`src/rtl/alu_pkg.sv`:
```
// Shared definitions for the ALU command sequencer: command codes, datapath
// op codes, FSM state encoding and the default operand width.
package alu_pkg;

  localparam int WIDTH_DEF = 4;

  // Command codes on cmd_code; 6 and 7 are always illegal.
  localparam logic [2:0] CMD_PASS = 3'd0;
  localparam logic [2:0] CMD_ADD  = 3'd1;
  localparam logic [2:0] CMD_SUB  = 3'd2;
  localparam logic [2:0] CMD_NEG  = 3'd3;
  localparam logic [2:0] CMD_INC  = 3'd4;
  localparam logic [2:0] CMD_MUL  = 3'd5;

  // Op codes understood by the preprocess block ahead of the adder.
  localparam logic [2:0] OP_PASS_A = 3'b000;
  localparam logic [2:0] OP_NEG_A  = 3'b001;
  localparam logic [2:0] OP_ADD    = 3'b010;
  localparam logic [2:0] OP_INC_A  = 3'b011;

  typedef enum logic [2:0] {
    ST_IDLE,
    ST_EXEC,
    ST_SUB2,
    ST_MUL_IT,
    ST_RESP
  } state_e;

  // MUL is only legal when the multiplier sequence is built in.
  function automatic logic cmd_legal(input logic [2:0] code, input logic mul_en);
    case (code)
      CMD_PASS, CMD_ADD, CMD_SUB, CMD_NEG, CMD_INC: cmd_legal = 1'b1;
      CMD_MUL:                                      cmd_legal = mul_en;
      default:                                      cmd_legal = 1'b0;
    endcase
  endfunction

endpackage

```
`src/rtl/alu_rsp_reg.sv`:
```
// Response holding register: captures one result on load_i, holds it stable
// while the consumer stalls, and derives the zero flag from the held data.
module alu_rsp_reg
  import alu_pkg::*;
#(
  parameter int WIDTH = WIDTH_DEF
) (
  input  logic             clk,
  input  logic             rst_n,
  input  logic             load_i,
  input  logic [WIDTH-1:0] data_i,
  input  logic             cout_i,
  input  logic             err_i,
  input  logic             rsp_ready_i,
  output logic             rsp_valid_o,
  output logic [WIDTH-1:0] rsp_data_o,
  output logic             rsp_cout_o,
  output logic             rsp_zero_o,
  output logic             rsp_err_o
);

  logic             valid_q, valid_d;
  logic [WIDTH-1:0] data_q, data_d;
  logic             cout_q, cout_d;
  logic             err_q, err_d;

  // Next-state: load a fresh result, drop valid on handshake, else hold.
  always_comb begin
    valid_d = valid_q;
    data_d  = data_q;
    cout_d  = cout_q;
    err_d   = err_q;
    if (load_i) begin
      valid_d = 1'b1;
      data_d  = data_i;
      cout_d  = cout_i;
      err_d   = err_i;
    end else if (valid_q && rsp_ready_i) begin
      valid_d = 1'b0;
    end
  end

  // Response registers.
  always_ff @(posedge clk or negedge rst_n) begin
    if (!rst_n) begin
      valid_q <= 1'b0;
      data_q  <= '0;
      cout_q  <= 1'b0;
      err_q   <= 1'b0;
    end else begin
      valid_q <= valid_d;
      data_q  <= data_d;
      cout_q  <= cout_d;
      err_q   <= err_d;
    end
  end

  assign rsp_valid_o = valid_q;
  assign rsp_data_o  = data_q;
  assign rsp_cout_o  = cout_q;
  assign rsp_err_o   = err_q;
  // Gated by valid so the flag reads 0 out of reset rather than "data is 0".
  assign rsp_zero_o  = valid_q && (data_q == '0);

endmodule

```
`src/rtl/alu_op_sequencer.sv`:
```
// Command sequencer for the preprocess + adder datapath. Single-pass commands
// use one datapath cycle; SUB uses negate-then-add; MUL is shift-and-add over
// WIDTH iterations with sticky overflow.
module alu_op_sequencer
  import alu_pkg::*;
#(
  parameter int WIDTH  = WIDTH_DEF,
  parameter bit MUL_EN = 1'b1
) (
  input  logic             clk,
  input  logic             rst_n,
  input  logic             cmd_valid,
  output logic             cmd_ready,
  input  logic [2:0]       cmd_code,
  input  logic [WIDTH-1:0] cmd_a,
  input  logic [WIDTH-1:0] cmd_b,
  output logic [2:0]       dp_op,
  output logic [WIDTH-1:0] dp_a,
  output logic [WIDTH-1:0] dp_b,
  input  logic [WIDTH-1:0] dp_sum,
  input  logic             dp_cout,
  output logic             rsp_valid,
  input  logic             rsp_ready,
  output logic [WIDTH-1:0] rsp_data,
  output logic             rsp_cout,
  output logic             rsp_zero,
  output logic             rsp_err
);

  localparam int IW = $clog2(WIDTH);

  state_e           state_q, state_d;
  logic [2:0]       code_q, code_d;
  logic [WIDTH-1:0] a_q, a_d, b_q, b_d;
  logic [WIDTH-1:0] tmp_q, tmp_d;
  logic [WIDTH-1:0] acc_q, acc_d;
  logic [WIDTH-1:0] res_q, res_d;
  logic [IW-1:0]    i_q, i_d;
  logic             ovf_q, ovf_d;
  logic             cout_q, cout_d;
  logic             err_q, err_d;
  logic             rsp_load;

  logic [WIDTH-1:0] partial;
  logic             shift_lost;
  logic             mul_ovf;

  // Partial product for iteration i and the overflow bits shifted past the top.
  // For i=0 the shift by WIDTH yields zero, so no special case is needed.
  always_comb begin
    partial    = b_q[i_q] ? (a_q << i_q) : '0;
    shift_lost = b_q[i_q] && (|(a_q >> (WIDTH - int'(i_q))));
    mul_ovf    = ovf_q | dp_cout | shift_lost;
  end

  // FSM next-state, datapath drive and working-register updates.
  always_comb begin
    // NOTE: every output and _d gets a default first so no path can leave a
    // value unassigned and infer a latch; blocking '=' is correct in here.
    state_d   = state_q;
    code_d    = code_q;
    a_d       = a_q;
    b_d       = b_q;
    tmp_d     = tmp_q;
    acc_d     = acc_q;
    res_d     = res_q;
    i_d       = i_q;
    ovf_d     = ovf_q;
    cout_d    = cout_q;
    err_d     = err_q;
    dp_op     = OP_PASS_A;
    dp_a      = '0;
    dp_b      = '0;
    rsp_load  = 1'b0;
    cmd_ready = (state_q == ST_IDLE);

    case (state_q)
      ST_IDLE: begin
        if (cmd_valid) begin
          code_d  = cmd_code;
          a_d     = cmd_a;
          b_d     = cmd_b;
          state_d = ST_EXEC;
        end
      end

      ST_EXEC: begin
        state_d = ST_RESP;
        err_d   = 1'b0;
        if (!cmd_legal(code_q, MUL_EN)) begin
          res_d  = '0;
          cout_d = 1'b0;
          err_d  = 1'b1;
        end else begin
          case (code_q)
            CMD_PASS: begin
              dp_op  = OP_PASS_A;
              dp_a   = a_q;
              res_d  = dp_sum;
              cout_d = dp_cout;
            end
            CMD_ADD: begin
              dp_op  = OP_ADD;
              dp_a   = a_q;
              dp_b   = b_q;
              res_d  = dp_sum;
              cout_d = dp_cout;
            end
            CMD_NEG: begin
              dp_op  = OP_NEG_A;
              dp_a   = a_q;
              res_d  = dp_sum;
              cout_d = dp_cout;
            end
            CMD_INC: begin
              dp_op  = OP_INC_A;
              dp_a   = a_q;
              res_d  = dp_sum;
              cout_d = dp_cout;
            end
            CMD_SUB: begin
              // First pass forms -B; the second pass adds it to A.
              dp_op   = OP_NEG_A;
              dp_a    = b_q;
              tmp_d   = dp_sum;
              state_d = ST_SUB2;
            end
            CMD_MUL: begin
              dp_op   = OP_ADD;
              acc_d   = '0;
              i_d     = '0;
              ovf_d   = 1'b0;
              state_d = ST_MUL_IT;
            end
            default: ;
          endcase
        end
      end

      ST_SUB2: begin
        dp_op   = OP_ADD;
        dp_a    = a_q;
        dp_b    = tmp_q;
        res_d   = dp_sum;
        cout_d  = dp_cout;
        state_d = ST_RESP;
      end

      ST_MUL_IT: begin
        dp_op = OP_ADD;
        dp_a  = acc_q;
        dp_b  = partial;
        acc_d = dp_sum;
        ovf_d = mul_ovf;
        i_d   = i_q + 1'b1;
        if (i_q == IW'(WIDTH - 1)) begin
          res_d   = dp_sum;
          cout_d  = mul_ovf;
          state_d = ST_RESP;
        end
      end

      ST_RESP: begin
        // First RESP cycle loads the holding register; leave once it is taken.
        rsp_load = !rsp_valid;
        if (rsp_valid && rsp_ready) state_d = ST_IDLE;
      end

      default: state_d = ST_IDLE;
    endcase
  end

  // State and working registers; reset aborts any command in flight.
  always_ff @(posedge clk or negedge rst_n) begin
    if (!rst_n) begin
      state_q <= ST_IDLE;
      code_q  <= '0;
      a_q     <= '0;
      b_q     <= '0;
      tmp_q   <= '0;
      acc_q   <= '0;
      res_q   <= '0;
      i_q     <= '0;
      ovf_q   <= 1'b0;
      cout_q  <= 1'b0;
      err_q   <= 1'b0;
    end else begin
      // NOTE: non-blocking '<=' so every register samples pre-edge values.
      state_q <= state_d;
      code_q  <= code_d;
      a_q     <= a_d;
      b_q     <= b_d;
      tmp_q   <= tmp_d;
      acc_q   <= acc_d;
      res_q   <= res_d;
      i_q     <= i_d;
      ovf_q   <= ovf_d;
      cout_q  <= cout_d;
      err_q   <= err_d;
    end
  end

  alu_rsp_reg #(.WIDTH(WIDTH)) u_rsp_reg (
    .clk         (clk),
    .rst_n       (rst_n),
    .load_i      (rsp_load),
    .data_i      (res_q),
    .cout_i      (cout_q),
    .err_i       (err_q),
    .rsp_ready_i (rsp_ready),
    .rsp_valid_o (rsp_valid),
    .rsp_data_o  (rsp_data),
    .rsp_cout_o  (rsp_cout),
    .rsp_zero_o  (rsp_zero),
    .rsp_err_o   (rsp_err)
  );

endmodule

```
`config.mk`:
```
export PLATFORM = sky130hd
export DESIGN_NAME = alu_op_sequencer
export DESIGN_NICKNAME = d
export VERILOG_FILES = /design/src/rtl/alu_pkg.sv /design/src/rtl/alu_rsp_reg.sv /design/src/rtl/alu_op_sequencer.sv
export SDC_FILE = /design/constraint.sdc
export NUM_CORES = 1
export LEC_CHECK = 0
export CAP_MARGIN = 10
export CORE_ASPECT_RATIO = 0.75
export CORE_UTILIZATION = 48
export DETAILED_ROUTE_END_ITERATION = 8
export PLACE_DENSITY = 0.76
export RECOVER_POWER = 50
export SLEW_MARGIN = 5
export SYNTH_ARGS = -nofsm -noshare
export SYNTH_HDL_FRONTEND = slang
export SYNTH_SLANG_ARGS = --single-unit
```
`constraint.sdc`:
```
create_clock -name clk -period 3.8 [get_ports clk]
set_clock_uncertainty 0.15 [all_clocks]
set_input_delay 0.38 -clock clk [delete_from_list [all_inputs] [get_ports clk]]
set_output_delay 0.38 -clock clk [all_outputs]
set_load 0.02 [all_outputs]
```
==> flow_metrics.py, run 1 <==
metrics = {
    "detailed_routing": {
        "drc": 0,
        "routed-wl-met3_um": 163,
        "routed_wl_mm": 4.35,
        "drt_iter0_markers": 66,
        "wl_met1_mm": 2.28,
        "drt-wirelength-per-cell_um": 15.9,
        "num_vias": 1524,
        "wl_met2_mm": 1.84,
        "via_per_inst": 5.58,
        "top_layer": "met4",
        "drt_pass1_iterations": 4,
        "ant_nets": 0,
    },
    "layout": {
        "synthToLayoutAreaGrowth_pct": 23.3,
        "antenna_cells": 0,
        "drive_gt1_share_pct": 15.4,
        "fin_nets": 243,
    },
    "status": {
        "status": "complete, but fails checks",
        "violations": "capacitance limit, slew limit",
    },
    "yosys": {
        "mappedNetlistArea_um2": 1950,
        "synthCells": 185,
        "synth_edf_count": 0,
        "netlist.area_leader.share_pct": 48.8,
        "synth_seq_cells": 38,
        "yosysMostFrequentCell": "dfrtp_1",
        "synthTopCellsByCount": "38 x dfrtp_1, 21 x nand2_1, 20 x mux2_2",
        "syn_avg_cell_area_um2": 10.5,
        "ys.flop_type": "dfrtp_1",
        "syn-num-nets": 207,
        "yosysSeqAreaShare_pct": 48.8,
        "yosys_warnings": 0,
        "yosys.area.top_type": "dfrtp_1",
        "synth_cell_types": 41,
        "netlist_top_cells_area": "dfrtp_1 49%, mux2_2 12%, nand2_1 4.0%",
        "synthArstFlopShare_pct": 100,
    },
    "die": {
        "fp.dieH_um": 57.2,
        "pin_count": 40,
        "dieArea_um2": 4320,
        "rows": 19,
        "core_um2": 3780,
        "initial_core_util_pct": 51.5,
        "die_x_um": 75.6,
    },
    "pwr": {
        "seq_power_share_pct": 42.0,
        "sw_frac_of_total_pct": 40.2,
        "clkPwrFrac_pct": 14.0,
        "ir_drop_mv": 0.375,
        "leakage_nw": 1.04,
        "power_switching_mw": 0.755,
        "power_density_nw_per_um2": 782,
        "p_int_mw": 1.12,
        "combPwrFrac_pct": 44.0,
        "p_total_mw": 1.88,
    },
    "critical_path": {
        "crit_cells": 5,
        "rr_worst_depth": 2,
        "cp.required_ps": 3270,
        "cp.buffers_inverters": 1,
        "crit_fanout": 12,
        "critical_path.slowest_cell": "clkdlybuf4s50_1",
        "crit_path_start_kind": "flop",
        "arrival_ps": 2560,
        "crit_chain": "and2b_2 -> and2_1 -> nand2_1 -> o31ai_1 -> clkdlybuf4s50_1",
        "endpoint_kind": "output pin",
        "endpoint": "dp_b[3]",
        "crit_path_start": "state_q[2]",
        "critical_path.max_stage_delay_ps": 640,
        "path_class": "flop to output pin",
        "path_delay_family": "simple AND/OR/NAND/NOR gates",
        "rrSetupSlack_ps": 1460,
        "worst_r2r_endpoint": "u_rsp_reg.rsp_err_o",
        "r2r_start": "state_q[1]",
    },
    "place": {
        "gp_congestion": 0.884,
        "io_buffer_count": 38,
        "dp_hpwl_mm": 3.20,
    },
    "timing": {
        "period_share_pct": 81.3,
        "period_needed_ps": 3090,
        "max_freq_mhz": 324,
        "drv_slew": 39,
        "rsz0062_at_grt": "no",
        "maxSlewHeadroom_pct": -41.2,
        "finalHoldViolCount": 0,
        "fin_hold_ws_ps": 340,
        "finalSetupViolations": 0,
        "tightest_slew_ps": 2120,
        "tns_ps": 0,
    },
    "global_routing": {
        "grt_pass1_vias": 1469,
        "grt-ovfl-total": 0,
        "grt_pass1_wl_mm": 7.18,
        "grt_max_degree": 39,
        "antenna_found_initial": 0,
        "track_usage_pct": 23.0,
    },
    "clock_network": {
        "cts_resized": 0,
        "cts_inserted_buffers": 5,
        "cts_sinks": 38,
        "cts_max_level": 2,
        "clk_latency_ps": 290,
        "hold_buffers": 0,
        "cts_root_buf": "clkbuf_8",
        "clk_path_buf_depth": 2,
        "cts_tree": "yes",
        "clk_pin_slew_ps": 70,
        "postCtsSetupBuffers": 0,
    },
    "run": {
        "maxCapViolCount": 1,
    },
    "min_path": {
        "hp-class": "flop to flop",
    },
}
==> cell families (layout without fill, tap and decap cells) <==
logic type | Yosys count | count (layout) | share of synthesized area, %
other | 1 | 1 | 0.192
and+or+nand+nor | 59 | 59 | 16.6
adders and majority gates | 2 | 2 | 1.28
buffers and inverters | 20 | 56 | 4.95
AOI/OAI and AO/OA | 42 | 42 | 14.4
muxes | 23 | 23 | 13.7
DFF | 38 | 38 | 48.8
==> cell usage in the layout, fill, tap and decap left out, types with 2 or more instances in the layout <==
master / count
mux2_2: 20
inv_1: 10
ha_1: 2
nand2b_1: 3
clkinv_2: 2
dfrtp_1: 38
o21ai_0: 14
a22oi_1: 6
mux2i_1: 2
nor2_1: 14
clkdlybuf4s50_1: 37
and2_1: 2
nand2_1: 21
nand3_1: 4
a21oi_1: 5
a31oi_1: 3
a22o_1: 6
nor3_1: 5
clkbuf_8: 5
==> tightest hold or removal path: stages, from the launching register on <==
cell	delay, ps
dfrtp_1	340
nand2_1	50
o21ai_0	60
==> flip-flops by register name (all words and copies together), names as in the netlist, 2 cells and up <==
name and count:
a_q 4, acc_q 4, b_q 4, code_q 3
i_q 2, res_q 4, state_q 3, tmp_q 4
u_rsp_reg.rsp_data_o 4
==> metal layers <==
metal,track usage [%],up-vias
met5,0,-
met1,35.7,756
met4,8.73,0
li1,-,724
met3,5.12,7
met2,31.3,37
==> power by group through the flow <==
stage               logic [mW]  registers (mW)  clock network [mW]
floorplan                0.608           0.730                   0
global placement         0.815           0.793                   0
detailed placement       0.833           0.799                   0
CTS                      0.838           0.792               0.268
global route             0.902           0.819               0.282
finish                   0.827           0.789               0.262
==> how the worst min path moves through the flow <==
stage / from / cells after the start / endpoint
5_1_grt: res_q[2] / 2 / res_q[2]
6_report: res_q[0] / 2 / res_q[0]
3_5_place_dp: res_q[3] / 2 / res_q[3]
4_1_cts: res_q[3] / 2 / res_q[3]
2_1_floorplan: rst_n / 0 / a_q[0]
3_3_place_gp: res_q[3] / 2 / res_q[3]
==> per-stage QoR <==
stage	worst slack, ps	instance area, µm²	utilization [%]	cells
final	712	2400	63.6	273
after floorplan	1570	1950	-	185
after CTS	700	2420	64.1	273
after global routing	617	2400	63.6	273
after detailed placement	1040	2340	62.0	266
after global placement	1120	2340	62.0	266
==> layout make-up <==
| class | instances | area (µm²) |
|---|---|---|
| multi-input cells | 127 | 886 |
| clock inverters | 2 | 10.0 |
| repair buffers | 39 | 384 |
| inverters | 10 | 37.5 |
| fillers | 292 | 1380 |
| flip-flops and latches | 38 | 951 |
| well taps | 52 | 65.1 |
| clock buffers | 5 | 68.8 |
Note: power is estimated with default switching activity, not from simulation.
==> run 2, diff against run 1 <==
--- a/config.mk
+++ b/config.mk
@@ -7,7 +7,7 @@
 export LEC_CHECK = 0
 export CAP_MARGIN = 10
 export CORE_ASPECT_RATIO = 0.75
-export CORE_UTILIZATION = 48
+export CORE_UTILIZATION = 46
 export DETAILED_ROUTE_END_ITERATION = 8
 export PLACE_DENSITY = 0.76
 export RECOVER_POWER = 50
==> constraint.sdc (replaced) <==
create_clock -name clk -period 2.65 [get_ports clk]
set_clock_uncertainty 0.15 [all_clocks]
set_input_delay 0.265 -clock clk [delete_from_list [all_inputs] [get_ports clk]]
set_output_delay 0.265 -clock clk [all_outputs]
set_load 0.02 [all_outputs]
==> run 2 against run 1 <==
Effect of this change: the flow now finishes without violations; global-route usage decreased by 2.4 points; setup slack worse by 510 ps; non-clock buffer count rose by 7; critical endpoint is now dp_a[3]; first-iteration DRC count rose by 76%; hold slack worse by 8.9 ps; power up 46%; register-to-register slack got worse by 1100 ps; critical path type unchanged; clock-buffer cell count is 2 higher; die area up 4.2%; via count grew 0.33%; largest power group unchanged; sequential share of layout area is 1.4 points lower; cell count increased by 4.0%.
==> flow_metrics.py, run 2 (synthesized netlist as in run 1, its figures left out) <==
metrics = {
    "critical_path": {
        "rr_worst_depth": 2,
        "crit_fanout": 10,
        "crit_path_start_kind": "flop",
        "path_class": "flop to output pin",
        "arrival_ps": 2040,
        "endpoint_kind": "output pin",
        "cp.required_ps": 2240,
    },
    "detailed_routing": {
        "drt_pass1_iterations": 4,
        "ant_nets": 0,
        "via_per_inst": 5.38,
        "drt-wirelength-per-cell_um": 14.6,
        "drc": 0,
        "routed_wl_mm": 4.15,
        "num_vias": 1529,
        "drt_iter0_markers": 116,
    },
    "global_routing": {
        "track_usage_pct": 20.6,
        "antenna_found_initial": 0,
        "grt_max_degree": 39,
        "grt-ovfl-total": 0,
        "grt_pass1_wl_mm": 7.14,
        "grt_pass1_vias": 1503,
    },
    "place": {
        "pre_cts_slack_ps": 124,
        "dp_hpwl_mm": 3.07,
        "gp_congestion": 0.897,
        "io_buffer_count": 38,
    },
    "layout": {
        "antenna_cells": 0,
        "drive_gt1_share_pct": 17.9,
        "synthToLayoutAreaGrowth_pct": 27.7,
        "final_common_cell": "dfrtp_1",
        "layout_common_cells": "38 x dfrtp_1, 26 x clkdlybuf4s50_1, 21 x nand2_1, 20 x mux2_2, 14 x nor2_1",
        "fillers": 371,
        "fin_nets": 250,
    },
    "pwr": {
        "power_density_nw_per_um2": 1100,
        "clkPwrFrac_pct": 14.8,
        "sw_frac_of_total_pct": 39.2,
        "power_switching_mw": 1.07,
        "leakage_nw": 1.20,
        "p_total_mw": 2.73,
        "seq_power_share_pct": 39.9,
        "ir_drop_mv": 0.623,
        "p_int_mw": 1.66,
        "combPwrFrac_pct": 45.3,
    },
    "die": {
        "die_x_um": 77.1,
        "rows": 20,
        "core_um2": 4050,
        "fp.dieH_um": 58.4,
        "pin_count": 40,
        "initial_core_util_pct": 48.1,
        "dieArea_um2": 4500,
    },
    "timing": {
        "maxSlewHeadroom_pct": 14.8,
        "tightest_slew_ps": 1260,
        "finalSetupViolations": 0,
        "fin_hold_ws_ps": 331,
        "finalHoldViolCount": 0,
        "period_share_pct": 92.5,
        "drv_slew": 0,
        "tns_ps": 0,
        "max_freq_mhz": 408,
        "fin_ws_ps": 200,
        "period_needed_ps": 2450,
        "rsz0062_at_grt": "no",
    },
    "min_path": {
        "hp-class": "flop to flop",
        "hold_depth": 2,
    },
    "status": {
        "status": "complete, no violations",
    },
    "clock_network": {
        "clk_latency_ps": 290,
        "cts_inserted_buffers": 5,
        "clk_path_buf_depth": 2,
        "clk_pin_slew_ps": 70,
        "cts_sinks": 38,
        "cts_tree": "yes",
        "cts_max_level": 2,
        "cts_root_buf": "clkbuf_8",
    },
    "run": {
        "maxCapViolCount": 0,
    },
}
run 2: what timing repair did:
action | in CTS | in global routing
endpoints found under the hold margin | 38 | 0
endpoints found under the setup margin | 8 | 5
gates cloned | 0 | 0
gates resized for setup | 7 | 5
setup buffers | 0 | 0
hold buffers | 1 | 0
run 2: stage by stage:
| step | util (%) | cells | instance area, µm² |
|---|---|---|---|
| after floorplan | - | 185 | 1950 |
| after global placement | 58.9 | 275 | 2390 |
| after detailed placement | 58.9 | 275 | 2390 |
| after CTS | 61.7 | 284 | 2500 |
| after global routing | 61.4 | 284 | 2490 |
| final | 61.4 | 284 | 2490 |
run 2: power by group through the flow:
| stage | sequential (mW) | clock (mW) | combinational, mW |
|---|---|---|---|
| CTS | 1.10 | 0.415 | 1.28 |
| global placement | 1.09 | 0 | 1.25 |
| global route | 1.13 | 0.438 | 1.36 |
| detailed placement | 1.10 | 0 | 1.27 |
| finish | 1.09 | 0.405 | 1.24 |
| floorplan | 1.05 | 0 | 0.872 |
run 2: cell type report:
class                      count  area (µm²)  share of cell area, %
multi-input combinational    127         900                   36.2
timing repair buffer          46         439                   17.7
inverter                      10        37.5                   1.51
sequential                    38         951                   38.2
tap                           55        68.8                   2.77
clock inverter                 1        5.00                  0.201
clock buffer                   7        86.3                   3.47
run 2: worst paths after layout:
path,from,to,slack [ps]
min in group asynchronous,rst_n,state_q[0],490
setup / recovery,state_q[0],dp_a[3],200
max in group asynchronous,rst_n,acc_q[1],1300
hold / removal,res_q[2],res_q[2],330
hold reg to reg,res_q[2],res_q[2],330
setup reg to reg,state_q[1],u_rsp_reg.rsp_cout_o,340
run 2: worst max-delay path, stage by stage, from the launching register on:
cell,delay [ps]
dfrtp_1,450
and2b_2,260
and2_1,190
buf_4,170
a22oi_1,170
o21ai_0,140
dlygate4sd2_1,350
run 2: per-layer routing:
| metal | GRT usage (%) | part of all wire (%) |
|---|---|---|
| met1 | 28.1 | 48 |
| met2 | 33.5 | 46 |
| met3 | 4.34 | 4.7 |
| met4 | 6.47 | 1.1 |
| met5 | 0 | 0 |
